### config.mk
export PLATFORM = sky130hd
export DESIGN_NAME = store_drain_sched
export DESIGN_NICKNAME = d
export VERILOG_FILES = /design/src/rtl/store_drain_sched.sv
export SDC_FILE = /design/constraint.sdc
export NUM_CORES = 1
export LEC_CHECK = 0
export CORE_ASPECT_RATIO = 0.8
export CORE_MARGIN = 3
export CORE_UTILIZATION = 50
export DETAILED_ROUTE_END_ITERATION = 16
export DONT_BUFFER_PORTS = 1
export GPL_ROUTABILITY_DRIVEN = 0
export HOLD_SLACK_MARGIN = 0.08
export PLACE_DENSITY = 0.75
export REMOVE_ABC_BUFFERS = 1
export SYNTH_ARGS = -nofsm -noshare
export SYNTH_HDL_FRONTEND = slang
export SYNTH_SLANG_ARGS = --single-unit
export TNS_END_PERCENT = 50
### constraint.sdc
create_clock -name clk -period 2.5 [get_ports clk]
set_input_delay 0.5 -clock clk [delete_from_list [all_inputs] [get_ports clk]]
set_output_delay 0.5 -clock clk [all_outputs]
set_load 0.02 [all_outputs]
### src/rtl/store_drain_sched.sv
// Drains committed stores from the store-queue head into the single D-cache write port.
// Tracks committed-but-unwritten stores, issues the head under req/ack, and backpressures Commit.
module store_drain_sched #(
    parameter int DEPTH = 8,
    parameter int CW    = $clog2(DEPTH+1)
) (
    input  logic        clk,
    input  logic        rst,
    input  logic        fire0,
    input  logic        fire1,
    output logic        commit_stall,
    input  logic [31:0] sq_head_addr,
    input  logic [31:0] sq_head_data,
    input  logic [3:0]  sq_head_be,
    input  logic        sq_head_uc,
    output logic        sq_pop,
    output logic        dc_req,
    output logic [31:0] dc_addr,
    output logic [31:0] dc_wdata,
    output logic [3:0]  dc_be,
    output logic        dc_uc,
    input  logic        dc_ack,
    output logic        drained,
    output logic        uc_busy,
    output logic        err
);

    typedef enum logic {IDLE = 1'b0, ISSUE = 1'b1} state_t;

    state_t               state, state_next;
    logic [CW-1:0]        cnt, cnt_next;
    logic signed [CW+1:0] cnt_sum;
    logic                 capture;
    logic                 fire_any;
    logic                 violation;

    // Clamp the net count into [0, DEPTH]; only a protocol violation can push it outside.
    function automatic logic [CW-1:0] sat_cnt(input logic signed [CW+1:0] v);
        logic [CW-1:0] r;
        if (v < 0)
            r = '0;
        else if (v > $signed((CW+2)'(DEPTH)))
            r = CW'(DEPTH);
        else
            r = v[CW-1:0];
        return r;
    endfunction

    assign dc_req       = (state == ISSUE);
    assign sq_pop       = dc_req & dc_ack;
    assign uc_busy      = dc_req & dc_uc;
    assign drained      = (cnt == '0) && (state == IDLE);
    assign commit_stall = (CW'(DEPTH) - cnt) < CW'(2);
    assign fire_any     = fire0 | fire1;

    assign violation = (fire1 & ~fire0)
                     | (fire_any & commit_stall)
                     | (sq_pop & (cnt == '0));

    always_comb begin
        cnt_sum  = $signed({2'b00, cnt})
                 + $signed({{(CW+1){1'b0}}, fire0})
                 + $signed({{(CW+1){1'b0}}, fire1})
                 - $signed({{(CW+1){1'b0}}, sq_pop});
        cnt_next = sat_cnt(cnt_sum);
    end

    // The unconditional return to IDLE after a pop gives the store-queue head a cycle to advance.
    always_comb begin
        state_next = state;
        capture    = 1'b0;
        case (state)
            IDLE: begin
                if (cnt != '0) begin
                    state_next = ISSUE;
                    capture    = 1'b1;
                end
            end
            ISSUE: begin
                if (dc_ack)
                    state_next = IDLE;
            end
            default: state_next = IDLE;
        endcase
    end

    always_ff @(posedge clk or negedge rst) begin
        if (!rst) begin
            state    <= IDLE;
            cnt      <= '0;
            err      <= 1'b0;
            dc_addr  <= '0;
            dc_wdata <= '0;
            dc_be    <= '0;
            dc_uc    <= 1'b0;
        end else begin
            state <= state_next;
            cnt   <= cnt_next;
            err   <= err | violation;
            if (capture) begin
                dc_addr  <= sq_head_addr;
                dc_wdata <= sq_head_data;
                dc_be    <= sq_head_be;
                dc_uc    <= sq_head_uc;
            end
        end
    end

endmodule

# Word level (Yosys, flattened, before mapping)
# Index checks and enable logic that the tools add are counted.
[totals]
reg_bits = 75
latchBits = 0
ramBits = 0
mem_bits_ro = 0
in_bits = 74
output_inout_bits = 75
word_cells = 34
memories = 0
[op_classes]
n_addsub = 4
n_mul = 0
div = 0
magnitude_cmp = 3
n_eq_ne = 0
shift = 0
n_mux = 6
bitwise = 11
n_reduce_logical = 3
[ops]
columns = ["operator", "count"]
rows = [
  ["two-way mux 4 bit", 2],
  ["adder 5 x 1 -> 6 bit", 1],
  ["greater-than comparator 6 x 5 -> 1 bit (second input constant)", 1],
  ["< comparator 6 x 1 -> 1 bit (second input constant)", 1],
  ["subtractor 6 x 2 -> 6 bit", 1],
  ["adder 4 x 1 -> 5 bit", 1],
  ["bitwise AND 1 bit", 5],
  ["zero test 4 bit", 1],
  ["< comparator 4 x 2 -> 1 bit (second input constant)", 1],
  ["OR 1 bit", 4],
  ["nonzero test 4 bit", 1],
  ["subtractor 4 bit (first input constant)", 1],
  ["two-way mux 1 bit", 3],
  ["NOT 1 bit", 2],
  ["one-hot mux 1 bit (2 select lines)", 1],
  ["logical AND 1 bit", 1],
]

# Logic depth before layout (Yosys ltp)
# Gate-level depths: netlist of the first run.
[depth]
word_depth = 6
mapped_depth = 9
mapped_depth_nobuf = 9

# Worst setup path after synthesis of the first run
# Ideal clock, no wire load.
[synth_path]
path_type = "register to register"
from = "reg state (netlist: dc_req)"
to = "reg cnt[3]"
setup_ns = 0.080
t_arrival_ns = 2.458
t_required_ns = 2.420
slack_ns = -0.038
path_stages_with_launch = 10
path_buffers = 0
path_cell_list = "dfrtp_1 > and2_1 > ha_1 > inv_1 > fa_1 > fa_1 > nand2b_1 > a21oi_1 > xnor2_1 > a2bb2oi_1"
[synth_via]
elab_chain_cells = 5
[synth_rtl]
columns = ["item", "line_no", "text"]
rows = [
  ["start, declared", "30", "state_t state, state_next;"],
  ["start signal, assigned", "97", "state <= state_next;"],
  ["bitwise AND 1 bit *", "50", "assign sq_pop = dc_req & dc_ack;"],
  ["named net sq_pop", "16", "output logic sq_pop,"],
  ["subtractor 6 x 2 -> 6 bit *", "64", "- $signed({{(CW+1){1'b0}}, sq_pop});"],
  ["greater-than comparator 6 x 5 -> 1 bit", "42", "else if (v > $signed((CW+2)'(DEPTH)))"],
  ["two-way mux 4 bit", "42", ""],
  ["two-way mux 4 bit *", "40", "if (v < 0)"],
  ["named net cnt_next[3]", "31", "logic [CW-1:0] cnt, cnt_next;"],
  ["end signal, assigned", "98", "cnt <= cnt_next;"],
  ["end, declared", "31", ""],
]
# Mark *: on every way through the listed nets, which the timed path passes. The rest lies on a longest branch.
# A chain may end at the register's enable or synchronous reset.

# Worst setup path in the final report of the first run
[layout_path]
from = "reg state (netlist: dc_req)"
to = "reg cnt[3]"
[layout_via]
elab_chain_cells = 5
[layout_rtl]
columns = ["item", "line_no"]
rows = [
  ["bitwise AND 1 bit *", "50"],
  ["subtractor 6 x 2 -> 6 bit *", "64"],
  ["greater-than comparator 6 x 5 -> 1 bit", "42"],
  ["two-way mux 4 bit", "42"],
  ["two-way mux 4 bit *", "40"],
  ["named net cnt_next[3]", "31"],
]
# Marks and branches as above.

==> results of run 1 <==
-- stage by stage --
stage	instances	cell area [sq um]
after global placement	279	3210
after CTS	296	3470
final	296	3490
after floorplan	193	3050
after global routing	296	3490
after detailed placement	279	3210
-- cells in the mapped netlist --
cell type,n
sky130_fd_sc_hd__inv_1,8
sky130_fd_sc_hd__a211o_1,1
sky130_fd_sc_hd__a31o_2,1
sky130_fd_sc_hd__nor2_1,4
sky130_fd_sc_hd__buf_6,1
sky130_fd_sc_hd__mux2_2,59
sky130_fd_sc_hd__nand2_1,4
sky130_fd_sc_hd__a21oi_1,2
sky130_fd_sc_hd__mux2_4,10
sky130_fd_sc_hd__buf_4,5
sky130_fd_sc_hd__buf_8,1
sky130_fd_sc_hd__nand3_1,1
sky130_fd_sc_hd__o21ai_0,1
sky130_fd_sc_hd__nand2b_1,2
sky130_fd_sc_hd__a2bb2oi_1,1
sky130_fd_sc_hd__o21bai_1,1
sky130_fd_sc_hd__fa_1,2
sky130_fd_sc_hd__ha_1,8
sky130_fd_sc_hd__a21oi_4,1
sky130_fd_sc_hd__nor2b_1,2
sky130_fd_sc_hd__dfrtp_1,75
sky130_fd_sc_hd__xnor2_1,4
sky130_fd_sc_hd__and2_1,2
sky130_fd_sc_hd__nor3_1,4
-- routing by layer --
metal / vias up / GRT usage (%) / part of all wire (%)
met1: 747 / 19.5 / 39
met5: - / 0 / 0
met3: 9 / 10.3 / 16
met4: 0 / 6.49 / 1.6
met2: 117 / 24.6 / 43
li1: 713 / - / -
-- worst max-delay path, cell delays in order (launching register included) --
cell	delay (ns)
sky130_fd_sc_hd__dfrtp_1	0.38
sky130_fd_sc_hd__and2_1	0.17
sky130_fd_sc_hd__ha_1	0.27
sky130_fd_sc_hd__inv_1	0.04
sky130_fd_sc_hd__fa_1	0.39
sky130_fd_sc_hd__fa_1	0.39
sky130_fd_sc_hd__nand2b_1	0.11
sky130_fd_sc_hd__a21oi_1	0.10
sky130_fd_sc_hd__xnor2_2	0.23
sky130_fd_sc_hd__a2bb2oi_1	0.20
-- power by group through the flow --
stage	registers, W	clock network, W	logic [W]
6_report	0.00299	0.00107	0.00195
5_1_grt	0.00308	0.00117	0.00212
4_1_cts	0.00300	0.00111	0.00193
3_5_place_dp	0.00301	0	0.00190
3_3_place_gp	0.00300	0	0.00183
2_1_floorplan	0.00288	0	0.00157
-- flip-flops by register name, indices dropped and copies added (netlist names) --
register  flops
dc_wdata     32
dc_addr      32
dc_req        1
err           1
cnt           4
dc_uc         1
dc_be         4
-- worst max path at each step --
| stage | from | to | slack [ns] |
|---|---|---|---|
| 2_1_floorplan | cnt[2]$_DFF_PN0_ | dc_addr[0]$_DFFE_PN0P_ | -0.06 |
| 3_3_place_gp | dc_ack | cnt[3]$_DFF_PN0_ | 0.07 |
| 3_5_place_dp | dc_ack | cnt[3]$_DFF_PN0_ | 0.03 |
| 4_1_cts | dc_req$_DFF_PN0_ | cnt[3]$_DFF_PN0_ | 0.12 |
| 5_1_grt | dc_req$_DFF_PN0_ | cnt[3]$_DFF_PN0_ | 0.008 |
| 6_report | dc_req$_DFF_PN0_ | cnt[3]$_DFF_PN0_ | 0.15 |
-- what timing repair did --
item / CTS / global route
endpoints found under the setup margin: 0 / 4
hold endpoints to repair: 75 / 0
resized for setup: 0 / 2
hold buffers: 2 / 0
-- area by class of cell --
cell class	count	share of cell area, %
repair buffers	7	2.51
well taps	81	2.91
multi-input cells	110	33.3
flip-flops and latches	75	53.8
clock inverters	5	2.94
clock buffers	10	3.66
inverters	8	0.861
-- cells by family (layout without fill, tap and decap cells) --
kind of cell | Yosys count | in the layout | share of synthesized area (%)
flip-flops | 75 | 75 | 60.2
multiplexers | 69 | 69 | 26.1
AND/OR/NAND/NOR | 19 | 19 | 2.97
buffers and inverters | 15 | 30 | 3.01
adder cells (fa/ha/maj) | 10 | 10 | 4.49
AO/OA/AOI/OAI | 8 | 8 | 2.09
XOR/XNOR | 4 | 4 | 1.12
==> results by group, run 1 <==
Timing
  • Worst setup slack after layout: 0.145 ns
  • Sum of negative setup slack: 0 ns
  • Final period util: 94.2%
  • Period minus WS final: 2.35 ns
  • Worst-Margin Slew: 0.427 ns
  • Worst hold slack: 0.304 ns
  • Timing-limited maximum frequency: 425 MHz
  • Worst rel slew slack: 71.4%
  • Total of endpoints with negative setup slack in the final report: 0
  • Unrepaired setup endpoints after global routing: no
  • Final worst clock skew: 0.00526 ns
  • Number of hold violations in the final report: 0
  • Slew Limit Fails: 0

Die
  • Number of rows created at floorplan: 25
  • Area of the core region: 5970 sq um
  • Height of the die: 76.6 um
  • Total die area: 7230 sq um
  • Number of placed I/O pins: 149
  • Initial core utilization: 52.2%
  • Floorplan die width: 94.3 um

Power
  • Power share of the sequential group: 49.7%
  • P_leak: 1.51 nW
  • Total design power: 0.00601 W
  • Proportion of power drawn by combinational gates: 32.5%
  • Highest ir drop seen on vdd: 0.000693 V
  • Total power density per cell area: 1720 nW/um^2
  • Share of total power in the clock network: 17.8%
  • Net switching share of the total power: 40.0%
  • Internal portion of total power: 0.00360 W
  • Net switching power: 0.00240 W

Route
  • Vias per cell: 5.36
  • Number of remaining DRC errors: 0
  • Final routed wirelength across all metal layers: 5850 um
  • Average wire per cell in the routed design: 19.8 um
  • First-iteration detailed-routing DRC count: 84
  • Drt pass-1 iters: 4
  • Total vias in the final route: 1586
  • Detail Route Antenna Nets: 0

Worst setup path
  • Crit path arrival time: 2.61 ns
  • Startpoint of the lowest-slack register-to-register path: dc_req$_DFF_PN0_
  • Worst R2R Path Depth: 9
  • Register-to-register path setup slack: 0.15 ns
  • Setup Crit Path Kind: reg -> reg
  • Category of the worst setup path launch point: flop
  • Max FO, Critical Path: 4
  • CP Data Required Time: 2.76 ns
  • FF-to-FF End: cnt[3]$_DFF_PN0_
  • Type of destination of the critical path: flop

Hold path
  • Hold crit path type: in -> reg
  • Startpoint of the lowest-slack hold path: fire0
  • End of the worst hold path: err$_DFF_PN0_
  • Cell depth of the worst hold path: 1

GRT
  • Overflow after GRT: 0
  • Number of antenna violations at the first check in global routing: 0
  • First-pass GRT wire length: 9070 um
  • Pin count of the biggest net entering global routing: 76
  • Number of global-route vias before repair: 1729
  • Overall Global Routing Usage: 16.6%

Finish
  • Number of nets in the finished design: 295
  • Most frequent standard cell in the layout excluding fill and tap cells: sky130_fd_sc_hd__dfrtp_1
  • FILL cells: 473
  • Area overhead of the layout relative to synthesis: 11.8%
  • Number of antenna cells inserted: 0
  • Share of layout cells above drive strength 1: 43.3%
  • Final standard cell utilization of the core: 58.3%
  • Commonest cells after routing, fill and taps aside: sky130_fd_sc_hd__dfrtp_1, sky130_fd_sc_hd__mux2_2, sky130_fd_sc_hd__mux2_4, sky130_fd_sc_hd__clkbuf_8
  • Sequential Area: 1880 sq um
  • Multi-input logic area: 1160 sq um

Placed design
  • Placement Setup Slack: 0.0276 ns
  • Post-detailed-placement half-perimeter wirelength: 4110 um
  • Buffers on Ports: 0

Synthesis
  • Register area share after synthesis: 60.2%
  • Distinct cells, synth: 24
  • Post-synth top area share: 60.2%
  • Post-synthesis instance area: 3120 sq um
  • Total of flip-flops plus latches after synthesis: 75
  • Post-synthesis area per instance: 15.6 sq um
  • Largest cells by area after synthesis: sky130_fd_sc_hd__dfrtp_1, sky130_fd_sc_hd__mux2_2, sky130_fd_sc_hd__mux2_4, sky130_fd_sc_hd__ha_1, sky130_fd_sc_hd__fa_1
  • Cell accounting for the most synthesized area: sky130_fd_sc_hd__dfrtp_1
  • Gate Count Post-Synth: 200
  • Number of warnings issued by yosys: 0

Clocking
  • Total clock buffers created by CTS: 9
  • Clock edge transition at the registers on the reported setup and hold paths: 0.07 ns
  • Insertion delay of the later-clocked pin in the worst-skew pair: 0.33 ns
  • Post-CTS Setup Inserts: 0
  • Number of H-tree levels: 3
  • CTS tree: built
  • Clk sinks: 75
  • Clock root buffer master: sky130_fd_sc_hd__clkbuf_8
  • Clock Tree Buf Depth: 2

Outcome
  • Outcome: finished clean

Flow run
  • Max-capacitance violation count: 0
Power figures use the tool's default switching activity.
==> run 2, diff against run 1 <==
--- a/config.mk
+++ b/config.mk
@@ -12,8 +12,8 @@
 export DONT_BUFFER_PORTS = 1
 export GPL_ROUTABILITY_DRIVEN = 0
 export HOLD_SLACK_MARGIN = 0.08
-export PLACE_DENSITY = 0.75
 export REMOVE_ABC_BUFFERS = 1
+export SKIP_LAST_GASP = 1
 export SYNTH_ARGS = -nofsm -noshare
 export SYNTH_HDL_FRONTEND = slang
 export SYNTH_SLANG_ARGS = --single-unit
==> results by group, run 2 (synthesized netlist as in run 1, its figures left out) <==
Finish
  • Final standard cell utilization of the core: 58.2%
  • Share of layout cells above drive strength 1: 44.9%
  • Largest registers: dc_addr (32), dc_wdata (32)
  • Commonest cells after routing, fill and taps aside: sky130_fd_sc_hd__dfrtp_1, sky130_fd_sc_hd__mux2_2, sky130_fd_sc_hd__mux2_4, sky130_fd_sc_hd__clkbuf_8
  • Number of nets in the finished design: 295
  • Area overhead of the layout relative to synthesis: 11.5%
  • Number of antenna cells inserted: 0
  • Most frequent standard cell in the layout excluding fill and tap cells: sky130_fd_sc_hd__dfrtp_1

Worst setup path
  • Setup Crit Path Kind: reg -> out
  • Critical path depth: 6
  • Worst setup path start: cnt[2]$_DFF_PN0_
  • Kind of cell adding the most delay to the critical path: flip-flops
  • Worst R2R Path Depth: 9
  • CP Data Required Time: 2.00 ns
  • Startpoint of the lowest-slack register-to-register path: dc_req$_DFF_PN0_
  • Max FO, Critical Path: 4
  • FF-to-FF End: cnt[3]$_DFF_PN0_
  • Register-to-register path setup slack: 0.22 ns
  • Critical path buffer and inverter count: 2
  • Worst path max stage delay: 0.42 ns
  • Crit-path slowest cell: sky130_fd_sc_hd__dfrtp_1
  • Worst-path cell chain: inv_1 > ha_1 > nor2b_1 > xnor2_1 > nor3_1 > buf_4
  • Type of destination of the critical path: output port
  • Termination of the worst setup path: commit_stall
  • Category of the worst setup path launch point: flop
  • Crit path arrival time: 1.79 ns

Power
  • P_leak: 1.50 nW
  • Highest ir drop seen on vdd: 0.000834 V
  • Total power density per cell area: 1710 nW/um^2
  • Total design power: 0.00596 W

GRT
  • Number of antenna violations at the first check in global routing: 0
  • Pin count of the biggest net entering global routing: 76
  • First-pass GRT wire length: 8830 um
  • Overflow after GRT: 0
  • Overall Global Routing Usage: 16.1%
  • Number of global-route vias before repair: 1724

Die
  • Number of rows created at floorplan: 25
  • Number of placed I/O pins: 149
  • Area of the core region: 5970 sq um
  • Floorplan die width: 94.3 um
  • Initial core utilization: 52.2%
  • Total die area: 7230 sq um
  • Height of the die: 76.6 um

Timing
  • Total of endpoints with negative setup slack in the final report: 0
  • Timing-limited maximum frequency: 437 MHz
  • Worst rel slew slack: 65.6%
  • Period minus WS final: 2.29 ns
  • Worst-Margin Slew: 0.515 ns
  • Unrepaired setup endpoints after global routing: no
  • Final period util: 91.5%
  • Slew Limit Fails: 0
  • Final worst clock skew: 0.00492 ns
  • Number of hold violations in the final report: 0

Route
  • Final routed wirelength across all metal layers: 5790 um
  • Detail Route Antenna Nets: 0
  • Number of remaining DRC errors: 0
  • First-iteration detailed-routing DRC count: 34
  • Total vias in the final route: 1611
  • Vias per cell: 5.42
  • Drt pass-1 iters: 4
  • Average wire per cell in the routed design: 19.5 um

Flow run
  • Max-capacitance violation count: 0

Clocking
  • Clock Tree Buf Depth: 2
  • Number of H-tree levels: 3
  • Clock edge transition at the registers on the reported setup and hold paths: 0.08 ns
  • CTS tree: built
  • Clock root buffer master: sky130_fd_sc_hd__clkbuf_8
  • Insertion delay of the later-clocked pin in the worst-skew pair: 0.34 ns
  • Total clock buffers created by CTS: 9
  • Post-CTS Setup Inserts: 0
  • Clk sinks: 75

Placed design
  • Post-detailed-placement half-perimeter wirelength: 4120 um
  • Buffers on Ports: 0

Outcome
  • Outcome: finished clean

Hold path
  • Hold crit path type: in -> reg
==> run 2: final cells by class <==
| cell class | instances | area [sq um] |
|---|---|---|
| clock buffer | 10 | 138 |
| timing repair buffer | 7 | 75.1 |
| multi-input combinational | 110 | 1170 |
| inverter | 8 | 30.0 |
| sequential | 75 | 1880 |
| tap | 81 | 101 |
| clock inverter | 6 | 88.8 |
| fill | 467 | 2500 |
==> run 2: worst min-delay path by stage <==
stage	slack, ns	endpoint	start	cells past startpoint
after floorplan	0.20	cnt[0]$_DFF_PN0_	rst	0
after global placement	0.21	dc_addr[14]$_DFFE_PN0P_	rst	0
after detailed placement	0.21	dc_addr[14]$_DFFE_PN0P_	rst	0
after CTS	0.26	err$_DFF_PN0_	fire0	1
after global routing	0.27	err$_DFF_PN0_	fire0	1
final	0.29	err$_DFF_PN0_	fire0	1
==> run 2: routing by layer <==
| layer | vias to the layer above | GRT usage, % | share of wire (%) | wire length, um |
|---|---|---|---|---|
| li1 | 712 | - | - | - |
| met4 | 0 | 5.19 | 1.2 | 72 |
| met2 | 102 | 25.7 | 49 | 2840 |
| met3 | 9 | 8.39 | 13 | 724 |
| met5 | - | 0 | 0 | 0 |
| met1 | 788 | 18.7 | 37 | 2160 |
==> run 2: report_power, final <==
group / leakage (nW) / switching [W] / internal (W)
Sequential: 0.884 / 0.00115 / 0.00183
Combinational: 0.506 / 0.000844 / 0.00111
Clock: 0.108 / 0.000435 / 0.000589
Total: 1.50 / 0.00243 / 0.00353
==> run 2: metrics by stage <==
stage | setup slack [ns] | hold slack (ns) | cells | TNS, ns | area, sq um
after floorplan | -0.0610 | 0.204 | 193 | -3.64 | 3050
after global placement | 0.0816 | 0.206 | 279 | 0 | 3190
after detailed placement | -0.0561 | 0.206 | 279 | -0.0561 | 3190
after CTS | 0.0196 | 0.265 | 297 | 0 | 3460
after global routing | 0.0523 | 0.274 | 297 | 0 | 3480
final | 0.213 | 0.288 | 297 | 0 | 3480
==> run 2: repair_timing <==
action,4_1_cts,5_1_grt
gates resized for setup,0,4
endpoints found under the hold margin,75,0
endpoints found under the setup margin,0,4
hold buffers,2,0
